$ cat config.mk
export PLATFORM = sky130hd
export DESIGN_NAME = cp0_multi_issue
export DESIGN_NICKNAME = d
export VERILOG_FILES = /design/src/rtl/cp0_pkg.sv /design/src/rtl/cp0_victim_sel.sv /design/src/rtl/cp0_multi_issue.sv
export SDC_FILE = /design/constraint.sdc
export NUM_CORES = 1
export LEC_CHECK = 0
export BUFFER_PORTS_ARGS = -buffer_cell sky130_fd_sc_hd__buf_2
export CORE_AREA = 5 5 177 179
export DETAILED_ROUTE_END_ITERATION = 12
export DIE_AREA = 0 0 182 184
export MAX_ROUTING_LAYER = met4
export SLEW_MARGIN = 20
export SYNTH_ARGS = -nofsm -noshare
export SYNTH_HDL_FRONTEND = slang
export SYNTH_HIERARCHICAL = 1
export SYNTH_SLANG_ARGS = --single-unit
$ cat constraint.sdc
create_clock -name clk -period 12.5 [get_ports clk]
set_input_delay 2.5 -clock clk [delete_from_list [all_inputs] [get_ports clk]]
set_output_delay 2.5 -clock clk [all_outputs]
set_load 0.05 [all_outputs]
$ cat src/rtl/cp0_pkg.sv
// Shared CP0 definitions: register numbers, exception codes, Status/Cause
// bit positions and reset constants used by the coprocessor and its picker.
package cp0_pkg;

    // CP0 register numbers
    localparam logic [4:0] CP0_BADVADDR = 5'd8;
    localparam logic [4:0] CP0_COUNT    = 5'd9;
    localparam logic [4:0] CP0_COMPARE  = 5'd11;
    localparam logic [4:0] CP0_STATUS   = 5'd12;
    localparam logic [4:0] CP0_CAUSE    = 5'd13;
    localparam logic [4:0] CP0_EPC      = 5'd14;

    // ExcCode values
    localparam logic [4:0] EXC_INT  = 5'h00;
    localparam logic [4:0] EXC_ADEL = 5'h04;
    localparam logic [4:0] EXC_ADES = 5'h05;
    localparam logic [4:0] EXC_SYS  = 5'h08;
    localparam logic [4:0] EXC_BP   = 5'h09;
    localparam logic [4:0] EXC_RI   = 5'h0A;
    localparam logic [4:0] EXC_OV   = 5'h0C;

    // Status / Cause bit positions
    localparam int ST_IE      = 0;
    localparam int ST_EXL     = 1;
    localparam int ST_BEV     = 22;
    localparam int CA_EXC_LO  = 2;
    localparam int CA_IP_LO   = 8;
    localparam int CA_HWIP_LO = 10;
    localparam int CA_IP7     = 15;
    localparam int CA_TI      = 30;
    localparam int CA_BD      = 31;

    localparam logic [31:0] EXC_VEC_DEF = 32'hBFC0_0380;
    localparam logic [31:0] STATUS_RST  = 32'h0040_0000;

endpackage

$ cat src/rtl/cp0_victim_sel.sv
// Priority picker: chooses the oldest slot that redirects (interrupt on slot 0
// first, then the lowest excepting/ERET slot) and builds the squash mask.
module cp0_victim_sel
    import cp0_pkg::*;
#(
    parameter int ISSUE_W = 2,
    parameter int IDX_W   = 1
) (
    input  logic [ISSUE_W-1:0] slot_valid_i,
    input  logic [ISSUE_W-1:0] slot_exc_i,
    input  logic [ISSUE_W-1:0] slot_eret_i,
    input  logic               intp_i,
    output logic               vic_valid_o,
    output logic [IDX_W-1:0]   vic_idx_o,
    output logic               vic_int_o,
    output logic [ISSUE_W-1:0] flush_mask_o
);

    // Scan youngest to oldest so the oldest candidate is left standing.
    always_comb begin
        vic_valid_o  = 1'b0;
        vic_idx_o    = '0;
        vic_int_o    = 1'b0;
        flush_mask_o = '0;
        for (int i = ISSUE_W - 1; i >= 0; i--) begin
            if (slot_valid_i[i] && (slot_exc_i[i] || slot_eret_i[i])) begin
                vic_valid_o = 1'b1;
                vic_idx_o   = IDX_W'(i);
            end
        end
        if (intp_i && slot_valid_i[0]) begin
            vic_valid_o = 1'b1;
            vic_idx_o   = '0;
            vic_int_o   = 1'b1;
        end
        for (int i = 0; i < ISSUE_W; i++) begin
            flush_mask_o[i] = vic_valid_o && (IDX_W'(i) >= vic_idx_o);
        end
    end

endmodule

$ cat src/rtl/cp0_multi_issue.sv
// Multi-issue CP0: BadVAddr/Count/Compare/Status/Cause/EPC, commit-slot
// exception arbitration, interrupt sampling and flush/redirect generation.
// Optional feature macro: CP0_TIMER_INT_EN (Compare register and timer interrupt).
module cp0_multi_issue
    import cp0_pkg::*;
#(
    parameter int          ISSUE_W   = 2,
    parameter int          HW_INT_N  = 6,
    parameter int          COUNT_DIV = 2,
    parameter logic [31:0] EXC_VEC   = EXC_VEC_DEF
) (
    input  logic                    clk,
    input  logic                    rst,
    input  logic [HW_INT_N-1:0]     hw_int,
    input  logic [ISSUE_W-1:0]      slot_valid,
    input  logic [ISSUE_W-1:0]      slot_exc,
    input  logic [ISSUE_W*5-1:0]    slot_code,
    input  logic [ISSUE_W-1:0]      slot_eret,
    input  logic [ISSUE_W-1:0]      slot_ds,
    input  logic [ISSUE_W*32-1:0]   slot_pc,
    input  logic [ISSUE_W*32-1:0]   slot_bva,
    input  logic [ISSUE_W-1:0]      slot_we,
    input  logic [ISSUE_W*5-1:0]    slot_waddr,
    input  logic [ISSUE_W*32-1:0]   slot_wdata,
    input  logic [ISSUE_W*5-1:0]    slot_raddr,
    output logic [ISSUE_W*32-1:0]   slot_rdata,
    output logic                    flush,
    output logic [ISSUE_W-1:0]      flush_mask,
    output logic [31:0]             new_pc
);

    localparam int IDX_W = (ISSUE_W > 1) ? $clog2(ISSUE_W) : 1;
    localparam int DIV_W = (COUNT_DIV > 1) ? $clog2(COUNT_DIV) : 1;

    logic [31:0]      badvaddr_q, badvaddr_d;
    logic [31:0]      count_q, count_d;
    logic [31:0]      status_q, status_d;
    logic [31:0]      cause_q, cause_d;
    logic [31:0]      epc_q, epc_d;
    logic [DIV_W-1:0] div_q, div_d;
`ifdef CP0_TIMER_INT_EN
    logic [31:0]      compare_q, compare_d;
    logic             cmp_wr;
    logic             ti;
`endif

    logic               intp;
    logic               vic_valid;
    logic [IDX_W-1:0]   vic_idx;
    logic               vic_int;
    logic [ISSUE_W-1:0] vic_mask;
    logic               vic_eret;
    logic               vic_ds;
    logic [4:0]         vic_code;
    logic [31:0]        vic_pc;
    logic [31:0]        vic_bva;
    logic [5:0]         ip_hw;

    assign intp = (|(cause_q[15:8] & status_q[15:8])) & status_q[ST_IE] & ~status_q[ST_EXL];

    cp0_victim_sel #(
        .ISSUE_W (ISSUE_W),
        .IDX_W   (IDX_W)
    ) u_victim_sel (
        .slot_valid_i (slot_valid),
        .slot_exc_i   (slot_exc),
        .slot_eret_i  (slot_eret),
        .intp_i       (intp),
        .vic_valid_o  (vic_valid),
        .vic_idx_o    (vic_idx),
        .vic_int_o    (vic_int),
        .flush_mask_o (vic_mask)
    );

    assign vic_eret = slot_eret[vic_idx] & ~vic_int;
    assign vic_ds   = slot_ds[vic_idx];
    assign vic_code = slot_code[vic_idx*5 +: 5];
    assign vic_pc   = slot_pc[vic_idx*32 +: 32];
    assign vic_bva  = slot_bva[vic_idx*32 +: 32];

    // Redirect outputs and MFC0 reads, all forced quiet while reset is held.
    always_comb begin
        flush      = 1'b0;
        flush_mask = '0;
        new_pc     = '0;
        slot_rdata = '0;
        if (!rst) begin
            flush      = vic_valid;
            flush_mask = vic_mask;
            if (vic_valid) begin
                new_pc = vic_eret ? epc_q : EXC_VEC;
            end
            for (int i = 0; i < ISSUE_W; i++) begin
                case (slot_raddr[i*5 +: 5])
                    CP0_BADVADDR: slot_rdata[i*32 +: 32] = badvaddr_q;
                    CP0_COUNT:    slot_rdata[i*32 +: 32] = count_q;
`ifdef CP0_TIMER_INT_EN
                    CP0_COMPARE:  slot_rdata[i*32 +: 32] = compare_q;
`endif
                    CP0_STATUS:   slot_rdata[i*32 +: 32] = status_q;
                    CP0_CAUSE:    slot_rdata[i*32 +: 32] = cause_q;
                    CP0_EPC:      slot_rdata[i*32 +: 32] = epc_q;
                    default:      slot_rdata[i*32 +: 32] = '0;
                endcase
            end
        end
    end

    // Next-state: timer, MTC0 from slots older than the victim, then exception updates on top.
    always_comb begin
        badvaddr_d = badvaddr_q;
        status_d   = status_q;
        cause_d    = cause_q;
        epc_d      = epc_q;
        if (div_q == DIV_W'(COUNT_DIV - 1)) begin
            div_d   = '0;
            count_d = count_q + 32'd1;
        end else begin
            div_d   = div_q + DIV_W'(1);
            count_d = count_q;
        end
`ifdef CP0_TIMER_INT_EN
        compare_d = compare_q;
        cmp_wr    = 1'b0;
`endif
        for (int i = 0; i < ISSUE_W; i++) begin
            if (slot_valid[i] && slot_we[i] && (!vic_valid || (IDX_W'(i) < vic_idx))) begin
                case (slot_waddr[i*5 +: 5])
                    CP0_COUNT: begin
                        count_d = slot_wdata[i*32 +: 32];
                        div_d   = '0;
                    end
`ifdef CP0_TIMER_INT_EN
                    CP0_COMPARE: begin
                        compare_d = slot_wdata[i*32 +: 32];
                        cmp_wr    = 1'b1;
                    end
`endif
                    CP0_STATUS: status_d = slot_wdata[i*32 +: 32] | STATUS_RST;
                    CP0_CAUSE:  cause_d[CA_IP_LO +: 2] = slot_wdata[i*32 + CA_IP_LO +: 2];
                    CP0_EPC:    epc_d = slot_wdata[i*32 +: 32];
                    default: ;
                endcase
            end
        end
        ip_hw                 = '0;
        ip_hw[HW_INT_N-1:0]   = hw_int;
        cause_d[CA_HWIP_LO +: 6] = ip_hw;
`ifdef CP0_TIMER_INT_EN
        ti = cause_q[CA_TI];
        if (cmp_wr) begin
            ti = 1'b0;
        end else if ((count_q == compare_q) && (compare_q != 32'd0)) begin
            ti = 1'b1;
        end
        cause_d[CA_TI]  = ti;
        cause_d[CA_IP7] = ti;
`endif
        if (vic_valid) begin
            if (vic_eret) begin
                status_d[ST_EXL] = 1'b0;
            end else begin
                if (!status_q[ST_EXL]) begin
                    epc_d          = vic_ds ? (vic_pc - 32'd4) : vic_pc;
                    cause_d[CA_BD] = vic_ds;
                end
                status_d[ST_EXL]      = 1'b1;
                cause_d[CA_EXC_LO +: 5] = vic_int ? EXC_INT : vic_code;
                if (!vic_int && ((vic_code == EXC_ADEL) || (vic_code == EXC_ADES))) begin
                    badvaddr_d = vic_bva;
                end
            end
        end
    end

    // Register bank with synchronous reset.
    always_ff @(posedge clk) begin
        if (rst) begin
            badvaddr_q <= '0;
            count_q    <= '0;
            status_q   <= STATUS_RST;
            cause_q    <= '0;
            epc_q      <= '0;
            div_q      <= '0;
`ifdef CP0_TIMER_INT_EN
            compare_q  <= '0;
`endif
        end else begin
            badvaddr_q <= badvaddr_d;
            count_q    <= count_d;
            status_q   <= status_d;
            cause_q    <= cause_d;
            epc_q      <= epc_d;
            div_q      <= div_d;
`ifdef CP0_TIMER_INT_EN
            compare_q  <= compare_d;
`endif
        end
    end

endmodule

==> results of run 1 <==
==> cell type report <==
type / count / area [sq um]
Antenna cell: 7 / 17.5
Clock buffer: 17 / 425
Clock inverter: 15 / 149
Fill cell: 2989 / 15600
Inverter: 12 / 45.0
Multi-Input combinational cell: 1118 / 7960
Sequential cell: 143 / 2860
Tap cell: 390 / 488
Timing Repair Buffer: 362 / 1870
==> flip-flops by register name, indices dropped and copies added (netlist names) <==
| signal | count |
|---|---|
| badvaddr_q | 32 |
| cause_q | 14 |
| status_q | 32 |
| epc_q | 32 |
| count_q | 32 |
| div_q | 1 |
==> path summary, 6_finish.rpt <==
kind,start,end,slack [ns],depth (start not counted)
setup / recovery,slot_eret[0],new_pc[10],4.76,10
hold / removal,status_q[22],status_q[22],0.49,1
setup reg to reg,status_q[14],epc_q[24],7.08,14
hold reg to reg,status_q[22],status_q[22],0.49,1
==> where the power goes <==
part           switching, mW  total [mW]  internal [mW]
Combinational          0.135       0.234         0.0990
Sequential            0.0286       0.499          0.470
Clock                  0.243       0.508          0.265
Total                  0.407        1.24          0.835
==> cell usage in the layout (no fill, tap or decap), types with 23 or more instances in the layout <==
cell	netlist	routed
buf_2	7	337
mux2i_1	197	197
nor2_1	165	164
dfxtp_1	143	143
a21oi_1	87	87
mux2_2	84	84
nand2_1	82	82
nor3_1	42	41
a211oi_1	34	34
nand3_1	29	29
o22ai_1	28	28
buf_4	1	25
a22oi_1	23	23
and2_1	23	23
==> cell families (layout without fill, tap and decap cells) <==
logic type               after synthesis  count (layout)
flip-flops                           143             143
XOR/XNOR                              36              36
adder cells (fa/ha/maj)                2               2
AO/OA/AOI/OAI                        327             327
multiplexers                         281             281
buffers and inverters                132             406
other                                  0               7
AND/OR/NAND/NOR                      472             472
==> layer usage <==
metal,vias up,routed length (microns)
met5,-,0
met4,0,896
met3,57,4000
met2,634,20000
met1,5744,22200
li1,5752,-
==> per-stage QoR <==
stage                     instances  power, mW  setup slack, ns
final                          2064       1.24             4.76
after global routing           2064       1.29             4.59
after CTS                      2057       1.25             4.70
after detailed placement       2025      0.741             4.71
after global placement         2025      0.739             4.79
after floorplan                1393      0.636             5.49
==> qor.txt, run 1 <==
status = finished, final reports clean
gpl congestion = 0.905
leakage power = 5.83 nW
vias in the first global route = 11.5k
WP buf/inv = 4
Avg WL per Cell = 22.8 microns
PD cells = 89.8 mW/mm^2
post-synthesis cell type count = 72
hpwl dp = 36200 microns
Netlist Area Pre-Place = 0.0113 sq mm
Post-Synth Simple-Gate Area = 0.209
first-pass GRT wire length = 70100 microns
FFs w/ async S/R, synth = 0
worst-path cell chain = buf_2 > o31a_1 > nor2_4 > buf_4 > mux2i_1 > or2_2 > nor2b_1 > buf_4 > and2_1 > buf_2
hold crit path type = flop to flop
Critical Path Slowest Stage Cell = buf_4
max-cap violation count = 0
Final Cell Area = 0.0138 sq mm
Adder-Cell Fraction of Synth Area = 0.00222
Yosys warning count = 6
row count = 63
Hold WS = 0.486 ns
syn_nets = 1635
Crit. End Element = output pin
max incr delay on CP = 0.51 ns
initial core utilization = 0.384
area grow syn2layout = 22.4%
setup bufs post-CTS = 0
placed inst area = 0.0132 sq mm
min Tclk post-route = 7.74 ns
Layout Utilization = 0.470
met1 usage = 0.402
CORE AREA = 0.0294 sq mm
Num CTS Buffers = 17
endpoints failing hold = 0
nature of the critical path startpoint = primary input
initial antenna violation count = 7
GR Layer Usage met3 = 0.0461
GRT Max-Usage Layer = met1
crit-path max FO = 47
post-synthesis sequential area ratio = 0.253
largest net degree at the start of global routing = 84
crit share post-route = 0.619
Slew @ Worst Pin = 1.09 ns
Post-CTS Resized = 0
Avg Cell Area, Syn = 8.11 sq um
PortBufs = 338
WP data required = 10.00 ns
most frequent cell after synthesis = mux2i_1
RSZ-0062 raised after global routing = no
Mapped Cells = 1393
Total Wirelength = 47000 microns
Post-synth EDFFs = 0
complex-gate fraction of the synthesized area = 0.202
met2 Track Usage GR = 0.388
GRT Total Usage = 0.275
top cell type by total area after synthesis = dfxtp_1
Vias/cell = 5.90
io pins = 339
DR DRC count = 0
Die X = 182 microns
CTS Root Cell = clkbuf_16
relative slew slack = 0.271
via count = 12.2k
WS Path Type = primary input to output pin
# H-tree levels = 4
Seq cells post-synth = 143
Final nets = 1896
Final setup viols = 0
Reg clk slew, reported paths = 0.07 ns
Detailed Routing Iterations Pass 1 = 6
Routed Antenna Nets = 0
hold_buf cts = 0
Max Clk Rate = 129 MHz
largest family of logic cells by synthesized area = multiplexers
Slew Limit Fails = 0
CP delay by family, top = buffers and inverters
CTS Buffer Depth = 2
worst-skew pair later-pin latency = 0.44 ns
top cells by area, synth = dfxtp_1 (25%), mux2i_1 (17%), mux2_2 (8.4%)
Worst Skew = 0.0115 ns
most used flip-flop cell after synthesis = dfxtp_1
layout cells sized above 1 = 0.299
XOR/XNOR share of the synthesized area = 0.0279
mux cell area share after synthesis = 0.258
DR iter-0 viols = 1155
CTS tree = done
Peak VDD IR = 103 uV
Synth top area share = 0.253
most frequent cells after synthesis = mux2i_1 (197), nor2_1 (165), dfxtp_1 (143)
die area = 0.0335 sq mm
chip height = 184 microns
grt ovf = 0
arrival time worst endpoint = 5.24 ns
Sum Neg Setup Slack = 0 ns
clock sink count = 143
No activity file was read; power rests on OpenSTA's default activity.
==> run 2: changes to the inputs <==
==> constraint.sdc (replaced) <==
create_clock -name clk -period 6.55 [get_ports clk]
set_input_delay 1.31 -clock clk [delete_from_list [all_inputs] [get_ports clk]]
set_output_delay 1.31 -clock clk [all_outputs]
set_load 0.05 [all_outputs]
==> run 2 against run 1 <==
Compared with the run above:
- first-iteration DRC count rose by 3.5%
- wire length fell by 0.57%
- worst hold slack got worse by 0.011 ns
- die area did not move
- sequential share of layout area fell by 0.063 points
- cell count rose by 0.15%
- final area rose by 0.31%
- sequential power rose by 90%
- via count fell by 0.45%
- core utilization rose by 0.14 points
- non-clock buffer count rose by 3
- largest power group unchanged
- highest routed layer unchanged
==> qor.txt, run 2 (synthesized netlist as in run 1, its figures left out) <==
hold_buf cts = 0
crit share post-route = 0.807
CTS Root Cell = clkbuf_16
Die X = 182 microns
CP delay by family, top = simple AND/OR/NAND/NOR gates
gpl congestion = 0.940
crit path to = new_pc[10]
status = finished, final reports clean
Vias/cell = 5.87
worst r2r src = cause_q[15]
WS Path Type = flop to output pin
Sum Neg Setup Slack = 0 ns
grt ovf = 0
GRT Total Usage = 0.275
hold crit path type = flop to flop
DR DRC count = 0
max incr delay on CP = 0.68 ns
Detailed Routing Iterations Pass 1 = 7
Avg WL per Cell = 22.6 microns
CORE AREA = 0.0294 sq mm
Hold Path Stages = 1
WP buf/inv = 2
area grow syn2layout = 22.8%
leakage power = 5.85 nW
Hold Startpoint = status_q[22]
initial antenna violation count = 6
setup bufs post-CTS = 0
Reg clk slew, reported paths = 0.06 ns
PD cells = 173 mW/mm^2
RSZ-0062 raised after global routing = no
Final setup viols = 0
DR iter-0 viols = 1195
largest net degree at the start of global routing = 78
relative slew slack = 0.251
Total Wirelength = 46800 microns
vias in the first global route = 11.7k
Worst Skew = 0.00891 ns
commonest cells after routing, fill and taps aside = buf_2 (337), mux2i_1 (197), nor2_1 (164)
first-pass GRT wire length = 70300 microns
Worst setup startpoint = cause_q[15]
nature of the critical path startpoint = flop
crit-path max FO = 14
WP data required = 5.24 ns
Max Clk Rate = 189 MHz
Final nets = 1899
# H-tree levels = 4
arrival time worst endpoint = 3.97 ns
min Tclk post-route = 5.28 ns
most common cell after layout, fill and taps aside = buf_2
Hold WS = 0.475 ns
die area = 0.0335 sq mm
layout cells sized above 1 = 0.299
PortBufs = 338
hpwl dp = 36500 microns
Slew @ Worst Pin = 1.11 ns
Post-CTS Resized = 0
Slew Limit Fails = 0
io pins = 339
row count = 63
CTS Buffer Depth = 2
flop2flop setup slack = 1.80 ns
Critical Path Slowest Stage Cell = nor2b_1
worst-path cell chain = a22oi_1 > nand4_1 > and3_1 > o31a_1 > nor2_4 > mux2i_1 > or2_2 > nor2b_1 > buf_4 > and2_1 > buf_2
via count = 12.1k
Crit path depth = 11
Crit. End Element = output pin
Routed Antenna Nets = 0
max-cap violation count = 0
clock sink count = 143
CTS tree = done
chip height = 184 microns
Worst R2R End = epc_q[26]
initial core utilization = 0.384
Num CTS Buffers = 17
Peak VDD IR = 179 uV
reg2reg path depth = 13
endpoints failing hold = 0
worst-skew pair later-pin latency = 0.43 ns
[run 2: worst reg2reg max path: stages (launching register included)]
cell and delay (ns):
dfxtp_1 0.34, a22oi_1 0.22, nand4_1 0.22, and3_1 0.31, o31a_1 0.31, nor2_4 0.13, buf_4 0.65, mux2i_1 0.41
ha_1 0.28, nand4b_1 0.19, o2bb2ai_1 0.33, nor4_1 0.85, and4_1 0.32, o31ai_1 0.07
[run 2: stage by stage]
| step | instance area (sq um) | cells | utilization | setup WS (ns) | total power [mW] |
|---|---|---|---|---|---|
| 6_report | 13900 | 2067 | 0.472 | 1.27 | 2.40 |
| 5_1_grt | 13900 | 2066 | 0.471 | 1.01 | 2.49 |
| 4_1_cts | 13800 | 2060 | 0.471 | 1.13 | 2.41 |
| 3_5_place_dp | 13200 | 2028 | 0.450 | 1.20 | 1.42 |
| 3_3_place_gp | 13200 | 2028 | 0.450 | 1.34 | 1.41 |
| 2_1_floorplan | 11300 | 1393 | - | 1.58 | 1.21 |
[run 2: area by class of cell]
class / count / area, sq um
multi-input combinational: 1118 / 7950
fill: 2982 / 15500
clock buffer: 17 / 425
antenna: 7 / 17.5
timing repair buffer: 365 / 1900
clock inverter: 15 / 175
sequential: 143 / 2860
tap: 390 / 488
inverter: 12 / 45.0
[run 2: power breakdown]
group,switching (mW),internal (mW)
sequential,0.0523,0.898
clock,0.424,0.575
combinational,0.264,0.189
total,0.740,1.66
[run 2: how the worst min path moves through the flow]
| stage | end | slack, ns |
|---|---|---|
| after global routing | status_q[22] | 0.52 |
| after detailed placement | status_q[22] | 0.46 |
| final | status_q[22] | 0.47 |
| after global placement | status_q[22] | 0.45 |
| after floorplan | status_q[22] | 0.43 |
| after CTS | status_q[22] | 0.47 |
[run 2: metal layers]
| metal | vias up | global-route usage | wire, microns |
|---|---|---|---|
| li1 | 5762 | - | - |
| met1 | 5668 | 0.406 | 22200 |
| met2 | 643 | 0.394 | 19800 |
| met3 | 59 | 0.0370 | 3800 |
| met4 | 0 | 0.0721 | 957 |
| met5 | - | - | 0 |
